File: src/rtl/mem_wb_stage.sv
// =============================================================================
// mem_wb_stage: MEM/WB pipeline register with write-back select, bubble on SRAM stall,
// and retire/stall performance counters.  Rev 1.0
// =============================================================================
`default_nettype none

module mem_wb_stage #(
   parameter int CNT_W = 32
) (
   input  logic             clk,
   input  logic             rst,
   input  logic             ready,
   input  logic [31:0]      PC_in,
   input  logic             WB_en_in,
   input  logic             Mem_R_en_in,
   input  logic             Mem_W_en_in,
   input  logic [31:0]      ALU_result_in,
   input  logic [31:0]      Data_mem_in,
   input  logic [3:0]       Dest_in,
   output logic [31:0]      PC,
   output logic             WB_en,
   output logic [3:0]       WB_Dest,
   output logic [31:0]      WB_Value,
   output logic             Mem_R_en,
   output logic [CNT_W-1:0] retired_count,
   output logic [CNT_W-1:0] stall_count
);

   localparam logic [CNT_W-1:0] C_CNT_ONE = {{(CNT_W-1){1'b0}}, 1'b1};

   logic [31:0]      pc_q,       pc_d;
   logic             wb_en_q,    wb_en_d;
   logic             mem_r_en_q, mem_r_en_d;
   logic [31:0]      alu_q,      alu_d;
   logic [31:0]      data_q,     data_d;
   logic [3:0]       dest_q,     dest_d;
   logic [CNT_W-1:0] retired_q,  retired_d;
   logic [CNT_W-1:0] stall_q,    stall_d;

   always_comb begin
      pc_d       = pc_q;
      wb_en_d    = 1'b0;
      mem_r_en_d = 1'b0;
      alu_d      = alu_q;
      data_d     = data_q;
      dest_d     = dest_q;
      retired_d  = retired_q;
      stall_d    = stall_q;
      if (ready) begin
         pc_d       = PC_in;
         wb_en_d    = WB_en_in;
         mem_r_en_d = Mem_R_en_in;
         alu_d      = ALU_result_in;
         data_d     = Data_mem_in;
         dest_d     = Dest_in;
         if (WB_en_in || Mem_W_en_in)
            retired_d = retired_q + C_CNT_ONE;
      end else begin
         // Bubble: enables drop, payload holds, and SRAM data is never sampled.
         stall_d = stall_q + C_CNT_ONE;
      end
   end

   always_ff @(posedge clk) begin
      if (!rst) begin
         pc_q       <= '0;
         wb_en_q    <= 1'b0;
         mem_r_en_q <= 1'b0;
         alu_q      <= '0;
         data_q     <= '0;
         dest_q     <= '0;
         retired_q  <= '0;
         stall_q    <= '0;
      end else begin
         pc_q       <= pc_d;
         wb_en_q    <= wb_en_d;
         mem_r_en_q <= mem_r_en_d;
         alu_q      <= alu_d;
         data_q     <= data_d;
         dest_q     <= dest_d;
         retired_q  <= retired_d;
         stall_q    <= stall_d;
      end
   end

   assign PC            = pc_q;
   assign WB_en         = wb_en_q;
   assign WB_Dest       = dest_q;
   assign WB_Value      = mem_r_en_q ? data_q : alu_q;
   assign Mem_R_en      = mem_r_en_q;
   assign retired_count = retired_q;
   assign stall_count   = stall_q;

endmodule

`default_nettype wire
File: config.mk
export PLATFORM = sky130hd
export DESIGN_NAME = mem_wb_stage
export DESIGN_NICKNAME = d
export VERILOG_FILES = /design/src/rtl/mem_wb_stage.sv
export SDC_FILE = /design/constraint.sdc
export NUM_CORES = 1
export LEC_CHECK = 0
export ABC_AREA = 1
export BUFFER_PORTS_ARGS = -buffer_cell sky130_fd_sc_hd__clkbuf_2
export CORE_MARGIN = 1
export CORE_UTILIZATION = 46
export CTS_CLUSTER_DIAMETER = 40
export DETAILED_ROUTE_END_ITERATION = 10
export PLACE_DENSITY = 0.87
export SLEW_MARGIN = 20
export SYNTH_ARGS = -nofsm -noshare
export SYNTH_HDL_FRONTEND = slang
export SYNTH_SLANG_ARGS = --single-unit
File: constraint.sdc
create_clock -name clk -period 1.5 [get_ports clk]
set_clock_uncertainty 0.15 [all_clocks]
set_input_delay 0.15 -clock clk [delete_from_list [all_inputs] [get_ports clk]]
set_output_delay 0.15 -clock clk [all_outputs]
set_load 0.03 [all_outputs]
==> key figures, run 1 <==
Setup path
  • CP Buf/Inv Count: 2
  • Worst EP required: 1.20 ns
  • Critical Setup Path Class: flop to output pin
  • Maximum fanout along the worst path: 25
  • Data arrival, critical path: 1.44 ns
  • Critical Path Source Type: flop
  • Kind of cell adding the most delay to the critical path: buffers and inverters
  • Endpoint class of the critical path: output pin
  • CP cell instances: buf_16 -> o21ai_2 -> clkbuf_8
  • Max incr delay on CP: 0.39 ns
  • Slowest CP cell: dfxtp_4

STA
  • Measured slew at the worst slew-check pin: 0.613 ns
  • Final cycle utilization of the critical path: 116%
  • Final hold vios: 1
  • Max-slew violations: 0
  • Final setup vio count: 50
  • Setup WS post-layout: -0.238 ns
  • Hold_ws: -0.0237 ns
  • Fin crit period: 1.74 ns
  • Fmax achieved: 575 MHz
  • Setup tns final: -6.45 ns
  • RSZ-0062 raised after global routing: yes
  • Slew margin rel.: 59.1%

Floorplanning
  • Die area: 16100 um2
  • Row count: between 40 and 50
  • Starting density of the core: between 40% and 50%
  • I/O pin cnt: 240
  • DIE WIDTH: between 100 and 150 um
  • Placeable Area: about 15000 um2
  • DIE HEIGHT: roughly 130 um

Outcome
  • Status: complete, but fails checks
  • Violated checks: negative hold slack, negative setup slack

Clock tree
  • Clock Path Buffers: 2
  • Clk pin slew, worst setup/hold paths: about 0.060 ns
  • Root Buffer: clkbuf_16
  • Clock H-tree levels: 4
  • Worst skew pair latency: 0.43 ns
  • CTS tree: built
  • Clock sink count: 166
  • CTS Buf Count: 17

Global route
  • Global-route wire length before repair: around 41000 um
  • Initial antenna violation count: 2
  • GRT Util Overall: approximately a third
  • Vias in the first global route: 8576
  • Remaining global-route overflow: 0
  • Largest net degree at the start of global routing: between 100 and 150

Routing
  • DRC: 0
  • Final wirelength: around 28000 um
  • Wire length per cell: about 17 um
  • Detailed Routing Iterations Pass 1: 6
  • Number of vias per cell: about 5.4
  • Initial drt markers: 590
  • Post-DRT Antenna Nets: 0
  • Via count: about 8800

Logic synthesis
  • YS warnings: 0
  • Distinct cells, synth: 30
  • Main synth FF type: dfxtp_1
  • Post-synth EDFFs: 0
  • Mean Syn Cell Area: 6.90 um2
  • Syn_nets: roughly 1100
  • Synthesized flop and latch total: 166
  • Synth top area cells: dfxtp_1 (46%), nor2_1 (13%), o21ai_0 (10%), nand2_1 (8.3%), inv_1 (5.1%)
  • Fraction of registers with async set/reset: 0%
  • Most numerous cell in the Yosys netlist: nor2_1
  • Syn Inst Count: 1040
  • Seq/Total Area, Yosys: between 40% and 50%
  • Post-synth top area cell: dfxtp_1
  • Commonest cells in the synthesized netlist: nor2_1 (244), dfxtp_1 (166), nand2_1 (159), o21ai_0 (147), inv_1 (98)
  • Synth top area share: 46.3%
  • Mapped cell area: ~7200 um2

Placement
  • Worst slack at placement: -0.0390 ns
  • DPL Wire Length: 14200 um
  • I/O Buffers: 239
  • GP Congestion: 0.898

Final layout
  • Layout Nets: 1530
  • Share of layout cells above drive strength 1: 37.1%
  • Finished Core Util: 77.1%
  • Area growth syn-to-layout: 63.2%

Hold path
  • Worst min path class: primary input to flop

Flow run
  • Max Cap Violations: 0

Power and ir drop
  • Power density cells: between 900 and 1000 nW/um2
  • Worst VDD drop: 0.000886 V
  • Pleak: 0.00516 uW
where the power goes:
part	leakage [uW]	internal [uW]	total (uW)	switching, uW
clock	0.000303	2670	4650	1980
sequential	0.00139	4590	4700	110
combinational	0.00346	729	1700	972
total	0.00516	7990	11100	3060
layout by cell type, fill, tap and decap left out, types with 5 or more instances in the layout:
cell type | netlist | final
a21oi_1 | 59 | 56
buf_12 | 0 | 5
buf_4 | 2 | 55
buf_6 | 0 | 11
clkbuf_16 | 0 | 19
clkbuf_2 | 0 | 204
clkbuf_8 | 0 | 26
dfxtp_1 | 166 | 116
dfxtp_2 | 0 | 36
dfxtp_4 | 0 | 14
dlygate4sd3_1 | 0 | 102
inv_1 | 98 | 89
inv_2 | 2 | 8
inv_6 | 0 | 5
nand2_1 | 159 | 136
nand2_2 | 1 | 21
nand3_1 | 45 | 31
nand3_2 | 3 | 11
nand3_4 | 0 | 6
nand4_1 | 15 | 15
nor2_1 | 244 | 215
nor2_2 | 7 | 24
nor2_4 | 4 | 16
nor3_1 | 13 | 7
nor3_2 | 1 | 5
o21ai_0 | 147 | 106
o21ai_1 | 0 | 7
o21ai_2 | 1 | 33
xor2_1 | 5 | 5
sequential cells by signal, summed over array words and instances, names as in the netlist:
register / count
alu_q: 32
stall_count: 32
Mem_R_en: 1
WB_en: 1
WB_Dest: 4
data_q: 32
PC: 32
retired_count: 32
worst reg2reg max path, delay by kind of cell, from the launching register on:
| family | cells | cell delay (ns) |
|---|---|---|
| simple gates | 6 | 0.65 |
| flops | 1 | 0.38 |
| buf+inv | 2 | 0.18 |
| fa+ha+maj | 1 | 0.13 |
layout make-up:
class,count,area (um2)
Antenna cell,2,5.00
Clock buffer,17,425
Clock inverter,15,191
Fill cell,946,3490
Inverter,100,383
Multi-Input combinational cell,726,3860
Sequential cell,166,3420
Tap cell,188,235
Timing Repair Buffer,411,3200
worst paths after layout:
kind	from	endpoint	slack, ns	depth (start not counted)
worst max-delay path	Mem_R_en	WB_Value[8]	-0.24	3
worst min-delay path	WB_en_in	WB_en	-0.02	2
worst max register to register	retired_count[1]	retired_count[18]	-0.09	9
worst min register to register	alu_q[16]	alu_q[16]	0.33	2
metrics by stage:
| step | instances | cell area (um2) | power, uW |
|---|---|---|---|
| finish | 1625 | 11700 | 11100 |
| global route | 1625 | 11700 | 11400 |
| CTS | 1611 | 11100 | 10900 |
| detailed placement | 1473 | 9140 | 5990 |
| global placement | 1473 | 9140 | 5950 |
| floorplan | 1040 | 7460 | 5550 |
logic make-up (layout without fill, tap and decap cells):
kind of cell | count (synthesis) | in the layout | synth area share (%)
other cells | 0 | 2 | 0
buf+inv | 148 | 543 | 7.91
fa+ha+maj | 2 | 2 | 0.348
simple gates | 502 | 502 | 29.3
flops | 166 | 166 | 46.3
xor+xnor | 8 | 8 | 0.976
compound gates | 214 | 214 | 15.2
routing by layer:
| metal | track usage [%] | routed length, um |
|---|---|---|
| met3 | 8.18 | 2010 |
| met1 | 34.7 | 10100 |
| met2 | 55.9 | 13900 |
| met4 | 22.0 | 1660 |
| met5 | 0 | 0 |
timing repair:
item                                    in CTS  in global routing
hold endpoints to repair                   109                  0
setup buffers                                2                 11
pin swaps                                    5                 28
resized for setup                           75                141
hold buffers                               103                  0
endpoints found under the setup margin      45                 80
gates cloned                                 1                  2
Power figures use the tool's default switching activity.
==> run 2: changes to the inputs <==
- CORE_UTILIZATION: 46 -> 54
- PLACE_DENSITY: 0.87 -> 0.95
- clock period: 1.5 -> 2.2 ns (I/O delays scaled with it)
==> key figures, run 2 (same netlist as run 1, synthesis figures left out) <==
STA
  • RSZ-0062 raised after global routing: no
  • Fmax achieved: 493 MHz
  • Fin crit period: 2.03 ns
  • Final cycle utilization of the critical path: 92.1%
  • Setup tns final: 0 ns (+6.45 ns)
  • Measured slew at the worst slew-check pin: 0.647 ns (+0.0339 ns)
  • Final setup vio count: 0 (-100%)
  • Setup WS post-layout: 0.173 ns (+0.411 ns)
  • Slew margin rel.: 56.8% (-2.3 points)
  • Max-slew violations: 0 (unchanged)
  • Final hold vios: 0 (-1)

Final layout
  • Layout Nets: 1465 (-4.2%)
  • Most common cell after layout, fill and taps aside: nor2_1
  • Area growth syn-to-layout: 41.4%
  • Finished Core Util: 79.5% (+2.4 points)
  • Leading cell types in the layout, fill and taps excluded: nor2_1 (244), clkbuf_2 (238), dfxtp_1 (165)
  • Share of layout cells above drive strength 1: 21.7% (-15 points)

Power and ir drop
  • Reg power frac: 43.2% (+0.7 points)
  • Power density cells: 734 nW/um2 (-22%)
  • Psw: 1920 uW (-37%)
  • Pleak: 0.00456 uW (-12%)
  • Comb power frac: 13.1% (-2.3 points)
  • Worst VDD drop: 0.000627 V (-29%)
  • Clock share of power: 43.7% (+1.6 points)
  • Int Pwr: 5530 uW (-31%)
  • Pwr Total: 7450 uW (-33%)
  • Switching Share: 25.8% (-1.9 points)

Placement
  • GP Congestion: 0.920 (+2.5%)
  • DPL Wire Length: 13500 um (-5.0%)
  • Worst slack at placement: 0.336 ns (+0.375 ns)
  • I/O Buffers: 239 (unchanged)

Floorplanning
  • DIE WIDTH: 117 um (-7.6%)
  • I/O pin cnt: 240 (unchanged)
  • DIE HEIGHT: 117 um (-7.6%)
  • Placeable Area: 12800 um2 (-16%)
  • Row count: 41 (-8.9%)
  • Starting density of the core: 56.2% (+9.0 points)
  • Die area: 13800 um2 (-15%)

Setup path
  • Kind of cell adding the most delay to the critical path: simple AND/OR/NAND/NOR gates
  • Max incr delay on CP: 0.53 ns (+0.14 ns)
  • CP cell instances: dlygate4sd3_1 -> clkbuf_2 -> inv_4 -> nor2_2 -> nand3_1 -> nor2_2 -> nand3_1 -> nand2_1 -> nand2_1 -> nor2_1
  • Critical Path Source Type: primary input
  • Maximum fanout along the worst path: 11 (-56%)
  • Slowest CP cell: dlygate4sd3_1
  • Data arrival, critical path: 2.23 ns (+0.79 ns)
  • CP Buf/Inv Count: 3 (+1)
  • Worst EP required: 2.41 ns (+1.21 ns)
  • Endpoint class of the critical path: flop
  • Critical Setup Path Class: primary input to flop

Clock tree
  • Worst skew pair latency: 0.42 ns (about the same)
  • Hold-fix buffers, CTS: 101 (-1.9%)
  • # resized after CTS: 0 (-100%)
  • Root Buffer: clkbuf_16
  • CTS Buf Count: 17 (unchanged)
  • Clk pin slew, worst setup/hold paths: 0.06 ns (about the same)
  • Clock sink count: 166 (unchanged)
  • Post-CTS setup buffers: 0 (-2)
  • Clock Path Buffers: 2 (unchanged)
  • Clock H-tree levels: 4 (unchanged)
  • CTS tree: built

Routing
  • Detailed Routing Iterations Pass 1: 8 (+2)
  • Initial drt markers: 1058 (+79%)
  • Via count: 8635 (-2.3%)
  • Wire length per cell: 16.9 um (-0.86%)
  • Final wirelength: 26100 um (-5.9%)
  • Number of vias per cell: 5.60 (+2.9%)
  • DRC: 0 (unchanged)
  • Post-DRT Antenna Nets: 0 (unchanged)

Flow run
  • Max Cap Violations: 0 (unchanged)

Hold path
  • Worst min path class: primary input to flop

Outcome
  • Status: complete, no violations

Global route
  • Remaining global-route overflow: 0 (unchanged)
  • Largest net degree at the start of global routing: 132 (+21%)
  • Vias in the first global route: 8436 (-1.6%)
  • GRT Util Overall: 37.9% (+5.6 points)
  • Global-route wire length before repair: 41700 um (+1.9%)
  • Initial antenna violation count: 1 (-1)
==> run 2: per-layer routing <==
metal	GRT usage [%]	vias up	part of all wire [%]
li1	-	3973	-
met3	8.90	161	8.3
met2	65.3	597	50
met1	39.8	3904	35
met4	29.4	0	6.8
met5	0	-	0
==> run 2: final timing paths <==
| check | from | endpoint | slack, ns | depth (start not counted) |
|---|---|---|---|---|
| max | ready | retired_count[24] | 0.17 | 10 |
| min | ALU_result_in[19] | alu_q[19] | 0.04 | 3 |
| max reg2reg | stall_count[17] | stall_count[26] | 0.32 | 7 |
| min reg2reg | alu_q[31] | alu_q[31] | 0.31 | 2 |
==> run 2: worst register-to-register path: cells and delay by family, from the launching register on <==
family	cells	cell delay [ns]
flip-flops	1	0.42
AND/OR/NAND/NOR	7	1.20
==> run 2: per-stage QoR <==
stage / cell area (um2) / cells / hold slack, ns
after floorplan: 7180 / 1040 / 0.205
after global placement: 8490 / 1409 / 0.285
after detailed placement: 8490 / 1409 / 0.292
after CTS: 10100 / 1542 / 0.0197
after global routing: 10100 / 1543 / 0.0234
final: 10100 / 1543 / 0.0386
==> run 2: power by group through the flow <==
stage | clock (uW) | sequential (uW) | combinational (uW)
6_report | 3260 | 3220 | 974
5_1_grt | 3410 | 3230 | 1030
4_1_cts | 3250 | 3200 | 901
3_5_place_dp | 0 | 3270 | 751
3_3_place_gp | 0 | 3260 | 739
2_1_floorplan | 0 | 3360 | 383
==> run 2: area by class of cell <==
class                           count  area (um2)
Multi-Input combinational cell    726        3290
Inverter                          100         378
Antenna cell                        1        2.50
Fill cell                         759        2620
Sequential cell                   166        3320
Tap cell                          172         215
Timing Repair Buffer              346        2290
Clock buffer                       21         480
Clock inverter                     11         169
==> run 3: changes to the inputs <==
- MAX_ROUTING_LAYER: not set -> met4
==> key figures, run 3 (same netlist as run 1, synthesis figures left out) <==
Power and ir drop
  • Worst VDD drop: 0.000626 V (-0.11%)
  • Power density cells: 735 nW/um2 (about the same)
  • Pwr Total: 7450 uW (about the same)
  • Pleak: 0.00456 uW (unchanged)

Routing
  • Final wirelength: 26100 um (about the same)
  • Met1 WL: 9230 um (+0.58%)
  • Post-DRT Antenna Nets: 0 (unchanged)
  • Met2 wire len: 12900 um (-0.46%)
  • DRC: 0 (unchanged)
  • Met3 WL post-DR: 2150 um (-0.83%)
  • Via count: 8660 (+0.29%)
  • Number of vias per cell: 5.61 (+0.29%)
  • Detailed Routing Iterations Pass 1: 7 (-1)
  • Uppermost layer routed: met4
  • Initial drt markers: 1063 (+0.47%)
  • Wire length per cell: 16.9 um (about the same)

Floorplanning
  • Die area: 13800 um2 (unchanged)
  • DIE WIDTH: 117 um (unchanged)
  • Placeable Area: 12800 um2 (unchanged)
  • DIE HEIGHT: 117 um (unchanged)
  • I/O pin cnt: 240 (unchanged)
  • Starting density of the core: 56.2% (unchanged)
  • Row count: 41 (unchanged)

Final layout
  • Register area: 3320 um2 (unchanged)
  • Multi-input gate area: 3290 um2 (unchanged)
  • Area growth syn-to-layout: 41.4% (unchanged)
  • Leading cell types in the layout, fill and taps excluded: nor2_1 (244), clkbuf_2 (238), dfxtp_1 (165)
  • Layout Nets: 1465 (unchanged)
  • Fill cells: 759 (unchanged)
  • Most common cell after layout, fill and taps aside: nor2_1
  • Final cell count without fillers: 1543 (unchanged)
  • Share of layout cells above drive strength 1: 21.7% (unchanged)

Placement
  • DPL Wire Length: 13500 um (unchanged)
  • Worst slack at placement: 0.336 ns (unchanged)
  • GP Congestion: 0.937 (+1.7%)
  • Placed cells: 1409 (unchanged)
  • I/O Buffers: 239 (unchanged)

Clock tree
  • Worst skew pair latency: 0.42 ns (about the same)
  • CTS tree: built
  • Clk pin slew, worst setup/hold paths: 0.06 ns (about the same)
  • Root Buffer: clkbuf_16
  • CTS Buf Count: 17 (unchanged)
  • Post-CTS setup buffers: 0 (unchanged)
  • Clock H-tree levels: 4 (unchanged)
  • Clock sink count: 166 (unchanged)
  • Clock Path Buffers: 2 (unchanged)

STA
  • Final cycle utilization of the critical path: 91.6% (-0.50 points)
  • RSZ-0062 raised after global routing: no
  • Fmax achieved: 496 MHz (+0.54%)
  • Hold_ws: 0.0611 ns (+0.0225 ns)
  • Setup tns final: 0 ns (unchanged)
  • Max-slew violations: 0 (unchanged)
  • Measured slew at the worst slew-check pin: 0.642 ns (-0.00547 ns)
  • Final setup vio count: 0 (unchanged)
  • Final hold vios: 0 (unchanged)
  • Slew margin rel.: 57.2% (+0.36 points)
  • Setup WS post-layout: 0.184 ns (+0.0109 ns)
  • Fin crit period: 2.02 ns (-0.0109 ns)

Setup path
  • Slowest CP cell: dlygate4sd3_1
  • Max incr delay on CP: 0.53 ns (about the same)
  • Worst EP required: 2.40 ns (about the same)
  • Endpoint class of the critical path: flop
  • Data arrival, critical path: 2.22 ns (about the same)
  • Maximum fanout along the worst path: 11 (unchanged)
  • Critical Path Source Type: primary input
  • Critical Setup Path Class: primary input to flop
  • CP cell instances: dlygate4sd3_1 -> clkbuf_2 -> inv_4 -> nor2_2 -> nand3_1 -> nor2_2 -> nand3_1 -> nand2_1 -> nand2_1 -> nor2_1

Flow run
  • Max Cap Violations: 0 (unchanged)

Global route
  • Global-route wire length before repair: 41600 um (about the same)
  • Initial antenna violation count: 1 (unchanged)
  • Largest net degree at the start of global routing: 132 (unchanged)
  • Vias in the first global route: 8439 (+0.036%)
  • Remaining global-route overflow: 0 (unchanged)
  • GRT Util Overall: 39.0% (+1.1 points)

Outcome
  • Status: complete, no violations

Hold path
  • Worst min path class: primary input to flop
[run 3: cell counts in the layout (fill, tap and decap cells not counted)]
Identical to the previous run, type by type.
[run 3: cell type report]
| class | instances | area share (%) |
|---|---|---|
| repair buffers | 346 | 22.6 |
| multi-input cells | 726 | 32.4 |
| flip-flops and latches | 166 | 32.8 |
| diodes | 1 | 0.0247 |
| well taps | 172 | 2.12 |
| clock inverters | 11 | 1.66 |
| clock buffers | 21 | 4.73 |
| inverters | 100 | 3.72 |
[run 3: routing by layer]
layer	vias to the layer above	GRT usage, %
met3	166	8.56
met2	593	65.3
met1	3929	40.0
met5	-	-
li1	3972	-
met4	0	29.5
[run 3: where the power goes]
group | switching (uW) | leakage [uW] | internal (uW)
registers | 75.7 | 0.00137 | 3140
logic | 614 | 0.00287 | 359
clock network | 1240 | 0.000325 | 2030
[run 3: worst paths after layout]
| path | start | to | slack, ns | cells after the start |
|---|---|---|---|---|
| hold reg to reg | alu_q[31] | alu_q[31] | 0.31 | 2 |
| setup / recovery | ready | retired_count[24] | 0.18 | 10 |
| hold / removal | ALU_result_in[19] | alu_q[19] | 0.06 | 3 |
| setup reg to reg | stall_count[0] | stall_count[30] | 0.31 | 9 |
[run 3: critical path: cells and delay by family]
family	cells	cell delay, ns
buf+inv	3	0.73
simple gates	7	1.27
[run 3: timing repair]
item	CTS	global route
endpoints found under the hold margin	102	0
resized for setup	0	0
hold buffers	101	0
[run 3: through the flow]
step | util, % | area [um2]
after global routing | 79.5 | 10100
after floorplan | - | 7180
after CTS | 79.4 | 10100
after global placement | 66.4 | 8490
after detailed placement | 66.4 | 8490
final | 79.5 | 10100
